$ cat config.mk
export PLATFORM = sky130hd
export DESIGN_NAME = board_mem_arbiter
export DESIGN_NICKNAME = d
export VERILOG_FILES = /design/src/rtl/board_mem_arbiter.sv
export SDC_FILE = /design/constraint.sdc
export NUM_CORES = 1
export LEC_CHECK = 0
export BUFFER_PORTS_ARGS = -buffer_cell sky130_fd_sc_hd__buf_2
export CAP_MARGIN = 0
export CELL_PAD_IN_SITES_DETAIL_PLACEMENT = 1
export CELL_PAD_IN_SITES_GLOBAL_PLACEMENT = 2
export CORE_MARGIN = 2
export CORE_UTILIZATION = 21
export DETAILED_ROUTE_END_ITERATION = 7
export PLACE_DENSITY_LB_ADDON = 0.1
export SYNTH_ARGS = -nofsm -noshare
export SYNTH_HDL_FRONTEND = slang
export SYNTH_HIERARCHICAL = 1
export SYNTH_SLANG_ARGS = --single-unit
$ cat constraint.sdc
create_clock -name clock -period 2.3 [get_ports clock]
set_clock_uncertainty 0.15 [all_clocks]
set_input_delay 0.23 -clock clock [delete_from_list [all_inputs] [get_ports clock]]
set_output_delay 0.23 -clock clock [all_outputs]
set_load 0.005 [all_outputs]
$ cat src/rtl/board_mem_arbiter.sv
// Request/grant arbiter that shares the single-port gameboard RAM among N clients,
// with fixed-priority or round-robin selection, a hold limit and read-valid tagging.

module board_mem_arbiter_lane #(
    parameter int ADDR_W = 7,
    parameter int DATA_W = 2
) (
    input  logic              grant,
    input  logic [ADDR_W-1:0] addr,
    input  logic [DATA_W-1:0] data,
    input  logic              wren,
    output logic [ADDR_W-1:0] addr_m,
    output logic [DATA_W-1:0] data_m,
    output logic              wren_m,
    output logic              rd
);
    // A non-granted client contributes all zeros, so the top level can OR lanes together.
    assign addr_m = grant ? addr : '0;
    assign data_m = grant ? data : '0;
    assign wren_m = grant & wren;
    assign rd     = grant & ~wren;
endmodule

module board_mem_arbiter #(
    parameter int N_CLIENTS = 4,
    parameter int ADDR_W    = 7,
    parameter int DATA_W    = 2,
    parameter int RD_LAT    = 1,
    parameter int RR_MODE   = 1,
    parameter int MAX_HOLD  = 0
) (
    input  logic                          clock,
    input  logic                          reset,
    input  logic [N_CLIENTS-1:0]          req,
    input  logic [N_CLIENTS*ADDR_W-1:0]   addr_in,
    input  logic [N_CLIENTS*DATA_W-1:0]   data_in,
    input  logic [N_CLIENTS-1:0]          wren_in,
    output logic [N_CLIENTS-1:0]          grant,
    output logic [ADDR_W-1:0]             addr_out,
    output logic [DATA_W-1:0]             data_out,
    output logic                          wren_out,
    input  logic [DATA_W-1:0]             q_in,
    output logic [DATA_W-1:0]             q_out,
    output logic [N_CLIENTS-1:0]          rvalid
);
    localparam int IDX_W = $clog2(N_CLIENTS);
    localparam int CNT_W = (MAX_HOLD > 0) ? $clog2(MAX_HOLD + 1) : 1;

    logic [N_CLIENTS-1:0][ADDR_W-1:0] lane_addr;
    logic [N_CLIENTS-1:0][DATA_W-1:0] lane_data;
    logic [N_CLIENTS-1:0]             lane_wren;
    logic [N_CLIENTS-1:0]             lane_rd;

    logic [IDX_W-1:0]     last;
    logic [IDX_W-1:0]     owner_idx;
    logic [IDX_W-1:0]     pick_idx;
    logic [IDX_W-1:0]     sel;
    logic                 pick_vld;
    logic [CNT_W-1:0]     hold_cnt;
    logic                 owner_req;
    logic                 others_req;
    logic                 preempt;
    logic                 keep;
    logic [N_CLIENTS-1:0] cand;

    logic [RD_LAT:1]             vld_pipe;
    logic [RD_LAT:1][IDX_W-1:0]  idx_pipe;
    logic                        rd_push;

    for (genvar i = 0; i < N_CLIENTS; i++) begin : g_lane
        board_mem_arbiter_lane #(
            .ADDR_W(ADDR_W),
            .DATA_W(DATA_W)
        ) u_lane (
            .grant (grant[i]),
            .addr  (addr_in[i*ADDR_W +: ADDR_W]),
            .data  (data_in[i*DATA_W +: DATA_W]),
            .wren  (wren_in[i]),
            .addr_m(lane_addr[i]),
            .data_m(lane_data[i]),
            .wren_m(lane_wren[i]),
            .rd    (lane_rd[i])
        );
        assign rvalid[i] = vld_pipe[RD_LAT] && (idx_pipe[RD_LAT] == IDX_W'(i));
    end

    always_comb begin
        addr_out  = '0;
        data_out  = '0;
        owner_idx = '0;
        for (int i = 0; i < N_CLIENTS; i++) begin
            addr_out = addr_out | lane_addr[i];
            data_out = data_out | lane_data[i];
            if (grant[i]) owner_idx = IDX_W'(i);
        end
    end

    assign wren_out = |lane_wren;
    assign rd_push  = |lane_rd;
    assign q_out    = q_in;

    // Hold-limit preemption removes the owner from the candidate set so fixed
    // priority cannot hand the grant straight back; in RR it ranks last anyway.
    assign owner_req  = |(req & grant);
    assign others_req = |(req & ~grant);
    assign preempt    = owner_req && (MAX_HOLD != 0) &&
                        (hold_cnt == CNT_W'(MAX_HOLD)) && others_req;
    assign keep       = owner_req && !preempt;
    assign cand       = preempt ? (req & ~grant) : req;

    always_comb begin
        pick_vld = 1'b0;
        pick_idx = '0;
        sel      = '0;
        if (RR_MODE != 0) begin
            for (int k = 1; k <= N_CLIENTS; k++) begin
                sel = IDX_W'((int'(last) + k) % N_CLIENTS);
                if (!pick_vld && cand[sel]) begin
                    pick_vld = 1'b1;
                    pick_idx = sel;
                end
            end
        end else begin
            for (int j = N_CLIENTS - 1; j >= 0; j--) begin
                if (cand[j]) begin
                    pick_vld = 1'b1;
                    pick_idx = IDX_W'(j);
                end
            end
        end
    end

    always_ff @(posedge clock or negedge reset) begin
        if (!reset) begin
            grant    <= '0;
            last     <= IDX_W'(N_CLIENTS - 1);
            hold_cnt <= '0;
        end else if (keep) begin
            if ((MAX_HOLD != 0) && (hold_cnt != CNT_W'(MAX_HOLD)))
                hold_cnt <= hold_cnt + CNT_W'(1);
        end else if (pick_vld) begin
            grant    <= N_CLIENTS'(1) << pick_idx;
            last     <= pick_idx;
            hold_cnt <= CNT_W'(1);
        end else begin
            grant    <= '0;
            hold_cnt <= '0;
        end
    end

    // Tags travel with the RAM latency so reads finish to their issuer after hand-over.
    always_ff @(posedge clock or negedge reset) begin
        if (!reset) begin
            vld_pipe <= '0;
            idx_pipe <= '0;
        end else begin
            vld_pipe[1] <= rd_push;
            idx_pipe[1] <= owner_idx;
            for (int s = 2; s <= RD_LAT; s++) begin
                vld_pipe[s] <= vld_pipe[s-1];
                idx_pipe[s] <= idx_pipe[s-1];
            end
        end
    end
endmodule

# Word-level counts from Yosys, hierarchy flattened
# Cells that the tools add are included.
dict set report op_classes {
  add_sub_neg 4
  magnitude_cmp 4
  eq_ne 3
  n_shift 1
  mux 28
  n_bitwise 20
  reduce_logical 15
}
# op n
set ops {}
lappend ops {{$mux 7} 4}
lappend ops {{$or 7x7->7} 3}
lappend ops {{$mux 2} 10}
lappend ops {{$lt 2x3->1 const B} 4}
lappend ops {{$reduce_or 4->1} 3}
lappend ops {{$mux 1} 9}
lappend ops {{$and 1x1->1} 8}
lappend ops {{$bmux 1 s2} 4}
lappend ops {{$logic_and 1x1->1} 7}
lappend ops {{$or 2x2->2} 3}
lappend ops {{$not 1->1} 5}
lappend ops {{$add 2x1->2 const B} 2}
lappend ops {{$add 2x2->2 const B} 2}
lappend ops {{$and 4x4->4} 1}
lappend ops {{$eq 2x2->1 const B} 2}
lappend ops {{$mux 4} 1}
lappend ops {{$shl 1x2->4 const A} 1}
lappend ops {{$logic_not 1->1} 3}
lappend ops {{$eq 2x1->1 const B} 1}
lappend ops {{$logic_not 2->1} 1}
lappend ops {{$reduce_and 2->1} 1}
dict set report totals {
  ff_bits 9
  input_bits 48
  output_inout_bits 20
  word_cells 79
}

# Logic depth before layout (Yosys ltp)
# Gate-level depths: netlist of run 1.
dict set report logic_depth {
  word_depth 15
  depth_mapped 4
  mapped_depth_nobuf 4
}

# Hierarchy
# Netlist of run 1, hierarchy kept.
# mod n_inst cells_each area_each_um2 seq_area_each_um2
set by_module_without_submodules {}
lappend by_module_without_submodules {board_mem_arbiter 1 61 571.8 227.7}
lappend by_module_without_submodules {board_mem_arbiter_lane 4 12 80.1 0.0}

# Worst setup path before layout of run 1
# OpenSTA, ideal clock, no wires.
dict set report synth_timing {
  path_kind {flip-flop to output port}
  startpoint {register grant[1]}
  endpoint {output addr_out[0]}
  t_arrival_ns 1.201
  required_time_ns 1.920
  slack_ns 0.719
  path_stages_with_launch 4
  n_path_buf 1
  cell_sequence {dfrtp_1 buf_6 and2_1 or4_1}
}
# element line_no
set synth_rtl {}
lappend synth_rtl {{from (decl)} 38} ;# output logic [N_CLIENTS-1:0] grant,
lappend synth_rtl {{from (signal assigned)} 142} ;# grant <= N_CLIENTS'(1) << pick_idx;
lappend synth_rtl {{to (decl)} 39} ;# output logic [ADDR_W-1:0] addr_out,

# Worst setup path after layout of run 1
dict set report layout_timing {
  startpoint {register grant[1]}
  endpoint {output wren_out}
}
dict set report layout_via {
  elab_chain_len 2
}
# element line_no
set layout_rtl {}
lappend layout_rtl {{$and 1x1->1} 20} ;# assign wren_m = grant & wren;
lappend layout_rtl {{net lane_wren[1]} 51} ;# logic [N_CLIENTS-1:0] lane_wren;
lappend layout_rtl {{$reduce_or 4->1} 98} ;# assign wren_out = |lane_wren;
lappend layout_rtl {{to (decl)} 41} ;# output logic wren_out,
# The timed path passes the listed nets, and every way through them passes these cells.

==> results.txt, run 1 <==
Area growth, synth to finish: 41.79%
antenna cell count: 0
number of global-route vias before repair: 1048
Pins Over Slew Limit: 0
Distinct cells, synth: 32
largest net degree at the start of global routing: 17
yosys synthesis warning count: 6
global-route wire length before repair: 4947 microns
clock insertion delay at the later pin of the skew report: 0.23 ns
Final setup viols: 0
Net Switching: 0.0004559 W
status: finished clean
post-synth net total: 157
Die H: 69.18 microns
Detail Route Antenna Nets: 0
residual overflow from global routing: 0
Post-synth EDFFs: 0
Arrival @ worst endpoint: 1.65 ns
number of antenna violations at the first check in global routing: 0
core area: 4058 sq um
number of endpoints with negative hold slack in the final report: 0
CP max FO: 15
cts repair resizes: 0
total clock sinks: 9
TritonCTS clock tree: done
initial cell density of the core: 21.99%
final net count: 220
Routed Wire Length: 2985 microns
final worst-path cycle share: 88.12%
switch share: 39.32%
via density per instance: 4.552
Wirelength per Cell: 13.51 microns
area of the multi-input gates: 596.8 sq um
RSZ-0062 raised after global routing: false
worst hold path type: input pin to flop
number of max-cap violations: 0
remaining design rule violation count: 0
register area: 227.7 sq um
max-slew headroom at the worst pin: 70.34%
aggregate global-route resource usage: 12.59%
clock root buffer: sky130_fd_sc_hd__clkbuf_8
number of iterations in the first detailed-routing pass: 4
Via Count: 1006
Die X: 69.18 microns
Cell Pwr Density: 916.7 nW/um^2
share of total power in the clock network: 15.3%
most common flop cell mapped by yosys: sky130_fd_sc_hd__dfrtp_1
static leakage: 0.6896 nW
hpwl dp: 2473 microns
Sum Neg Setup Slack: 0 ns
Filler Cells Inserted: 531
Highest Clock Rate: 493.4 MHz
category of the worst setup path capture point: primary output
Required @ worst endpoint: 1.92 ns
# port buffers: 63
post-synthesis cell count: 109
maximum buffer depth of the clock tree: 2
final design area excluding fillers: 1265 sq um
Max H-tree Level: 1
number of cell rows: 23
design internal power: 0.0007037 W
post-CTS setup buffer count: 0
actual slew at the worst max-slew pin: 0.4449 ns
total placed instance area: 1210 sq um
I/O pin total: 68
synthesis-stage register bit count: 9
CP startpoint kind: flop
clk slew on worst S/H paths: 0.04 ns
FFs w/ async S/R, synth: 100.0%
Final GP Congestion: 0.7407
Seq/Total Area, Yosys: 25.53%
layout cells sized above 1: 43.27%
kind of critical path: flop to primary output
Die Area: 4785 sq um
Cell Area, Synth: 892.1 sq um
fraction of power consumed by sequential logic: 33.7%
Starting DRT DRC Count: 20
CTS Buf Count: 3
shortest clock period the worst path allows after layout: 2.027 ns
Hold Buf Count CTS: 1
Gate power share: 51.0%
highest ir drop seen on vdd: 0.0004108 V
mean area per synthesized cell: 8.184 sq um
-- cell families after synthesis --
kind of cell / count (synthesis) / share of synthesized area [%]
simple gates: 79 / 56.10
compound gates: 13 / 10.80
flops: 9 / 25.53
buf+inv: 8 / 7.573
-- per-layer routing --
metal / part of all wire, % / global-route usage [%] / up-vias
li1: - / - / 495
met1: 40 / 14.32 / 472
met2: 53 / 23.08 / 37
met3: 6.0 / 3.343 / 2
met4: 0.47 / 3.268 / 0
met5: 0 / 0 / -
-- power by group through the flow --
stage | logic, W | clock network [W] | registers [W]
CTS | 0.000607 | 0.000188 | 0.000401
finish | 0.000591 | 0.000177 | 0.000391
global placement | 0.000589 | 0 | 0.000398
detailed placement | 0.000604 | 0 | 0.000404
floorplan | 0.000443 | 0 | 0.000319
global route | 0.000666 | 0.000201 | 0.000419
-- synth_stat cells (2+ instances only) --
cell type	number	share of area [%]
sky130_fd_sc_hd__inv_1	2	0.84
sky130_fd_sc_hd__and2_1	40	28
sky130_fd_sc_hd__buf_4	2	1.7
sky130_fd_sc_hd__dfstp_2	2	5.9
sky130_fd_sc_hd__a22oi_1	2	1.7
sky130_fd_sc_hd__nor2b_1	4	2.8
sky130_fd_sc_hd__buf_6	4	5.0
sky130_fd_sc_hd__o21ai_1	3	1.7
sky130_fd_sc_hd__dfrtp_1	7	20
sky130_fd_sc_hd__nand2b_1	2	1.4
sky130_fd_sc_hd__or4_1	11	9.3
sky130_fd_sc_hd__nor2_1	3	1.3
sky130_fd_sc_hd__a22o_1	2	2.0
sky130_fd_sc_hd__nand2_1	7	2.9
-- cell type report --
cell class              count  area share [%]
clock buffers               4           3.561
inverters                   2          0.5935
multi-input cells          92           47.18
flip-flops and latches      9           18.00
well taps                  50           4.946
repair buffers             64           25.72
-- per-stage QoR --
| stage | util (%) | total power (W) | cells | setup slack [ns] | hold WS (ns) |
|---|---|---|---|---|---|
| finish | 31.17 | 0.001160 | 221 | 0.2732 | 0.1897 |
| global route | 31.17 | 0.001286 | 221 | 0.1725 | 0.2076 |
| floorplan | - | 0.0007625 | 109 | 0.7192 | -0.2156 |
| CTS | 31.17 | 0.001196 | 221 | 0.2380 | 0.1913 |
| detailed placement | 29.82 | 0.001008 | 216 | 0.4956 | -0.06164 |
| global placement | 29.82 | 0.0009878 | 216 | 0.4991 | -0.06286 |
-- registers in the layout, indices dropped and copies added, names as in the netlist --
| name | cells |
|---|---|
| grant | 4 |
| idx_pipe | 2 |
| last | 2 |
| vld_pipe | 1 |
-- worst max-delay path, cell delays in order (launching register included) --
cell and delay, ns:
sky130_fd_sc_hd__dfrtp_1 0.54, sky130_fd_sc_hd__and2_1 0.22, sky130_fd_sc_hd__or4_1 0.52, sky130_fd_sc_hd__buf_2 0.14
-- path summary, 6_finish.rpt --
check / start / to / slack, ns / depth (start not counted)
worst max-delay path: grant[1] / wren_out / 0.27 / 3
worst min-delay path: wren_in[3] / vld_pipe / 0.19 / 3
worst max register to register: last[0] / grant[0] / 0.71 / 4
worst min register to register: last[0] / last[0] / 0.36 / 2
max in group asynchronous: reset / last[0] / 1.53 / 2
min in group asynchronous: reset / idx_pipe[1] / 0.22 / 2
-- cells in the final DEF, fill, tap and decap left out, types with 2 or more instances in the layout --
master and n:
sky130_fd_sc_hd__inv_1 2, sky130_fd_sc_hd__a22o_1 2, sky130_fd_sc_hd__or4_1 11, sky130_fd_sc_hd__nand2_1 7
sky130_fd_sc_hd__o21ai_1 3, sky130_fd_sc_hd__a22oi_1 2, sky130_fd_sc_hd__buf_2 63, sky130_fd_sc_hd__dfrtp_1 7
sky130_fd_sc_hd__clkbuf_8 3, sky130_fd_sc_hd__dfstp_2 2, sky130_fd_sc_hd__nor2b_1 4, sky130_fd_sc_hd__nand2b_1 2
sky130_fd_sc_hd__and2_1 40, sky130_fd_sc_hd__nor2_1 3
No activity file was read; power rests on OpenSTA's default activity.
==> run 2, diff against run 1 <==
--- a/config.mk
+++ b/config.mk
@@ -5,12 +5,15 @@
 export SDC_FILE = /design/constraint.sdc
 export NUM_CORES = 1
 export LEC_CHECK = 0
+export ABC_AREA = 0
 export BUFFER_PORTS_ARGS = -buffer_cell sky130_fd_sc_hd__buf_2
 export CAP_MARGIN = 0
 export CELL_PAD_IN_SITES_DETAIL_PLACEMENT = 1
 export CELL_PAD_IN_SITES_GLOBAL_PLACEMENT = 2
+export CORE_ASPECT_RATIO = 0.75
 export CORE_MARGIN = 2
 export CORE_UTILIZATION = 21
+export CTS_BUF_LIST = sky130_fd_sc_hd__clkbuf_16
 export DETAILED_ROUTE_END_ITERATION = 7
 export PLACE_DENSITY_LB_ADDON = 0.1
 export SYNTH_ARGS = -nofsm -noshare
==> run 2 against run 1 <==
- clock power is 70% higher
- power increased by 10%
- via count fell by 2.7%
- first-iteration DRC count down 15%
- sequential share of layout area shrank 0.55 points
- global-route usage is 0.64 points lower
- largest power group unchanged
==> results.txt, run 2 (synthesized netlist as in run 1, its figures left out) <==
number of iterations in the first detailed-routing pass: 4 (unchanged)
kind of critical path: flop to primary output (unchanged)
top register by number of flip-flops: grant (unchanged)
clk slew on worst S/H paths: 0.04 ns (about the same)
number of max-cap violations: 0 (unchanged)
largest net degree at the start of global routing: 17 (unchanged)
Buf/Inv on CP: 1 (unchanged)
hold wc startpoint: wren_in[1] (was wren_in[3])
switch share: 36.55% (was 39.32%)
Starting DRT DRC Count: 17 (was 20)
Via Count: 979 (was 1006)
critical path cell sequence: and2_1 -> or4_1 -> buf_2 (unchanged)
utilization after layout: 32.19% (was 31.17%)
TritonCTS clock tree: done (unchanged)
maximum cell stage delay along the critical path: 0.53 ns (was 0.54 ns)
area of the multi-input gates: 596.8 sq um (unchanged)
category of the worst setup path capture point: primary output (unchanged)
terminus of the critical flop-to-flop path: grant[0] (unchanged)
Sum Neg Setup Slack: 0 ns (unchanged)
final net count: 220 (unchanged)
number of global-route vias before repair: 967 (was 1048)
static leakage: 0.7091 nW (was 0.6896 nW)
I/O pin total: 68 (unchanged)
worst hold path type: input pin to flop (unchanged)
Area growth, synth to finish: 46.28% (was 41.79%)
post-CTS setup buffer count: 0 (unchanged)
CP max FO: 15 (unchanged)
remaining design rule violation count: 0 (unchanged)
Detail Route Antenna Nets: 0 (unchanged)
reg2reg path depth: 4 (unchanged)
Die Area: 4791 sq um (was 4785 sq um)
most common cell after layout, fill and taps aside: sky130_fd_sc_hd__buf_2 (unchanged)
Worst Setup SP: grant[1] (unchanged)
share of total power in the clock network: 23.6% (was 15.3%)
status: finished clean (unchanged)
highest ir drop seen on vdd: 0.0002277 V (was 0.0004108 V)
total power after layout: 0.001277 W (was 0.001160 W)
max-slew headroom at the worst pin: 70.06% (was 70.34%)
Final Instance Count excl. Fillers: 226 (was 221)
maximum buffer depth of the clock tree: 2 (unchanged)
Arrival @ worst endpoint: 1.63 ns (was 1.65 ns)
Net Switching: 0.0004669 W (was 0.0004559 W)
register area: 227.7 sq um (unchanged)
Cell Count Post-Placement: 221 (was 216)
WHS Endpoint: vld_pipe (unchanged)
CP startpoint kind: flop (unchanged)
layout cells sized above 1: 43.27% (unchanged)
cell depth of the worst min-delay path: 3 (unchanged)
Die X: 79.26 microns (was 69.18 microns)
Routed Wire Length: 2874 microns (was 2985 microns)
number of endpoints with negative hold slack in the final report: 0 (unchanged)
Required @ worst endpoint: 1.92 ns (about the same)
Highest Clock Rate: 496.5 MHz (was 493.4 MHz)
actual slew at the worst max-slew pin: 0.4492 ns (was 0.4449 ns)
worst reg2reg startpoint: last[0] (unchanged)
largest delay contributor family on the critical path: simple AND/OR/NAND/NOR gates (unchanged)
slowest cell on the critical path: sky130_fd_sc_hd__dfrtp_1 (unchanged)
Pins Over Slew Limit: 0 (unchanged)
Max H-tree Level: 1 (unchanged)
core area: 4054 sq um (was 4058 sq um)
CTS Buf Count: 3 (unchanged)
leading registers by flop count: grant: 4 flops, idx_pipe: 2 flops, last: 2 flops (unchanged)
Filler Cells Inserted: 526 (was 531)
Wirelength per Cell: 12.72 microns (was 13.51 microns)
Final GP Congestion: 0.7443 (was 0.7407)
antenna cell count: 0 (unchanged)
number of cell rows: 20 (was 23)
flip-flop count of the largest register after layout: 4 (unchanged)
Die H: 60.45 microns (was 69.18 microns)
Cell Pwr Density: 978.8 nW/um^2 (was 916.7 nW/um^2)
# port buffers: 63 (unchanged)
Final setup viols: 0 (unchanged)
design internal power: 0.0008105 W (was 0.0007037 W)
clock root buffer: sky130_fd_sc_hd__clkbuf_16 (was sky130_fd_sc_hd__clkbuf_8)
worst setup slack for register-to-register paths: 0.68 ns (was 0.71 ns)
global-route wire length before repair: 4457 microns (was 4947 microns)
via density per instance: 4.332 (was 4.552)
Gate power share: 46.0% (was 51.0%)
total clock sinks: 9 (unchanged)
hpwl dp: 2327 microns (was 2473 microns)
Hold Buf Count CTS: 1 (unchanged)
shortest clock period the worst path allows after layout: 2.014 ns (was 2.027 ns)
residual overflow from global routing: 0 (unchanged)
cts repair resizes: 0 (unchanged)
fraction of power consumed by sequential logic: 30.4% (was 33.7%)
clock insertion delay at the later pin of the skew report: 0.23 ns (about the same)
RSZ-0062 raised after global routing: false (unchanged)
initial cell density of the core: 22.01% (was 21.99%)
tightest hold margin: 0.1910 ns (was 0.1897 ns)
aggregate global-route resource usage: 11.95% (was 12.59%)
final worst-path cycle share: 87.58% (was 88.12%)
commonest cells after routing, fill and taps aside: sky130_fd_sc_hd__buf_2 (63), sky130_fd_sc_hd__and2_1 (40), sky130_fd_sc_hd__or4_1 (11) (unchanged)
number of antenna violations at the first check in global routing: 0 (unchanged)
-- run 2: stage by stage --
step                instance area (sq um)  setup slack [ns]
floorplan                           892.1            0.7192
global placement                     1216            0.5031
detailed placement                   1216            0.4965
CTS                                  1305            0.2424
global route                         1305            0.1710
finish                               1305            0.2857
-- run 2: power groups by stage --
stage | clock network (W) | registers (W) | logic, W
2_1_floorplan | 0 | 0.000319 | 0.000443
5_1_grt | 0.000321 | 0.000416 | 0.000670
3_5_place_dp | 0 | 0.000402 | 0.000600
4_1_cts | 0.000313 | 0.000401 | 0.000602
6_report | 0.000301 | 0.000389 | 0.000587
3_3_place_gp | 0 | 0.000399 | 0.000589
-- run 2: how the worst max path moves through the flow --
stage	cells past startpoint	slack [ns]	endpoint
2_1_floorplan	3	0.72	addr_out[0]
3_3_place_gp	3	0.50	addr_out[3]
3_5_place_dp	3	0.50	data_out[0]
4_1_cts	3	0.24	data_out[0]
5_1_grt	3	0.17	data_out[0]
6_report	3	0.29	data_out[0]
-- run 2: layout make-up --
type	count	area share [%]
Timing Repair Buffer	64	24.93
Tap cell	55	5.273
Sequential cell	9	17.45
Clock buffer	3	5.753
Multi-Input combinational cell	92	45.73
Clock inverter	1	0.2876
Inverter	2	0.5753
-- run 2: layer usage --
metal / wire, microns / part of all wire, % / up-vias / GRT usage [%]
met3: 191 / 6.6 / 7 / 3.571
met2: 1377 / 48 / 36 / 20.22
met1: 1250 / 43 / 438 / 14.53
li1: - / - / 498 / -
met5: 0 / 0 / - / 0
met4: 55 / 1.9 / 0 / 4.926
-- run 2: worst min-delay path: stages --
cell and delay (ns):
sky130_fd_sc_hd__buf_2 0.10, sky130_fd_sc_hd__nor2b_1 0.09, sky130_fd_sc_hd__or4_1 0.12
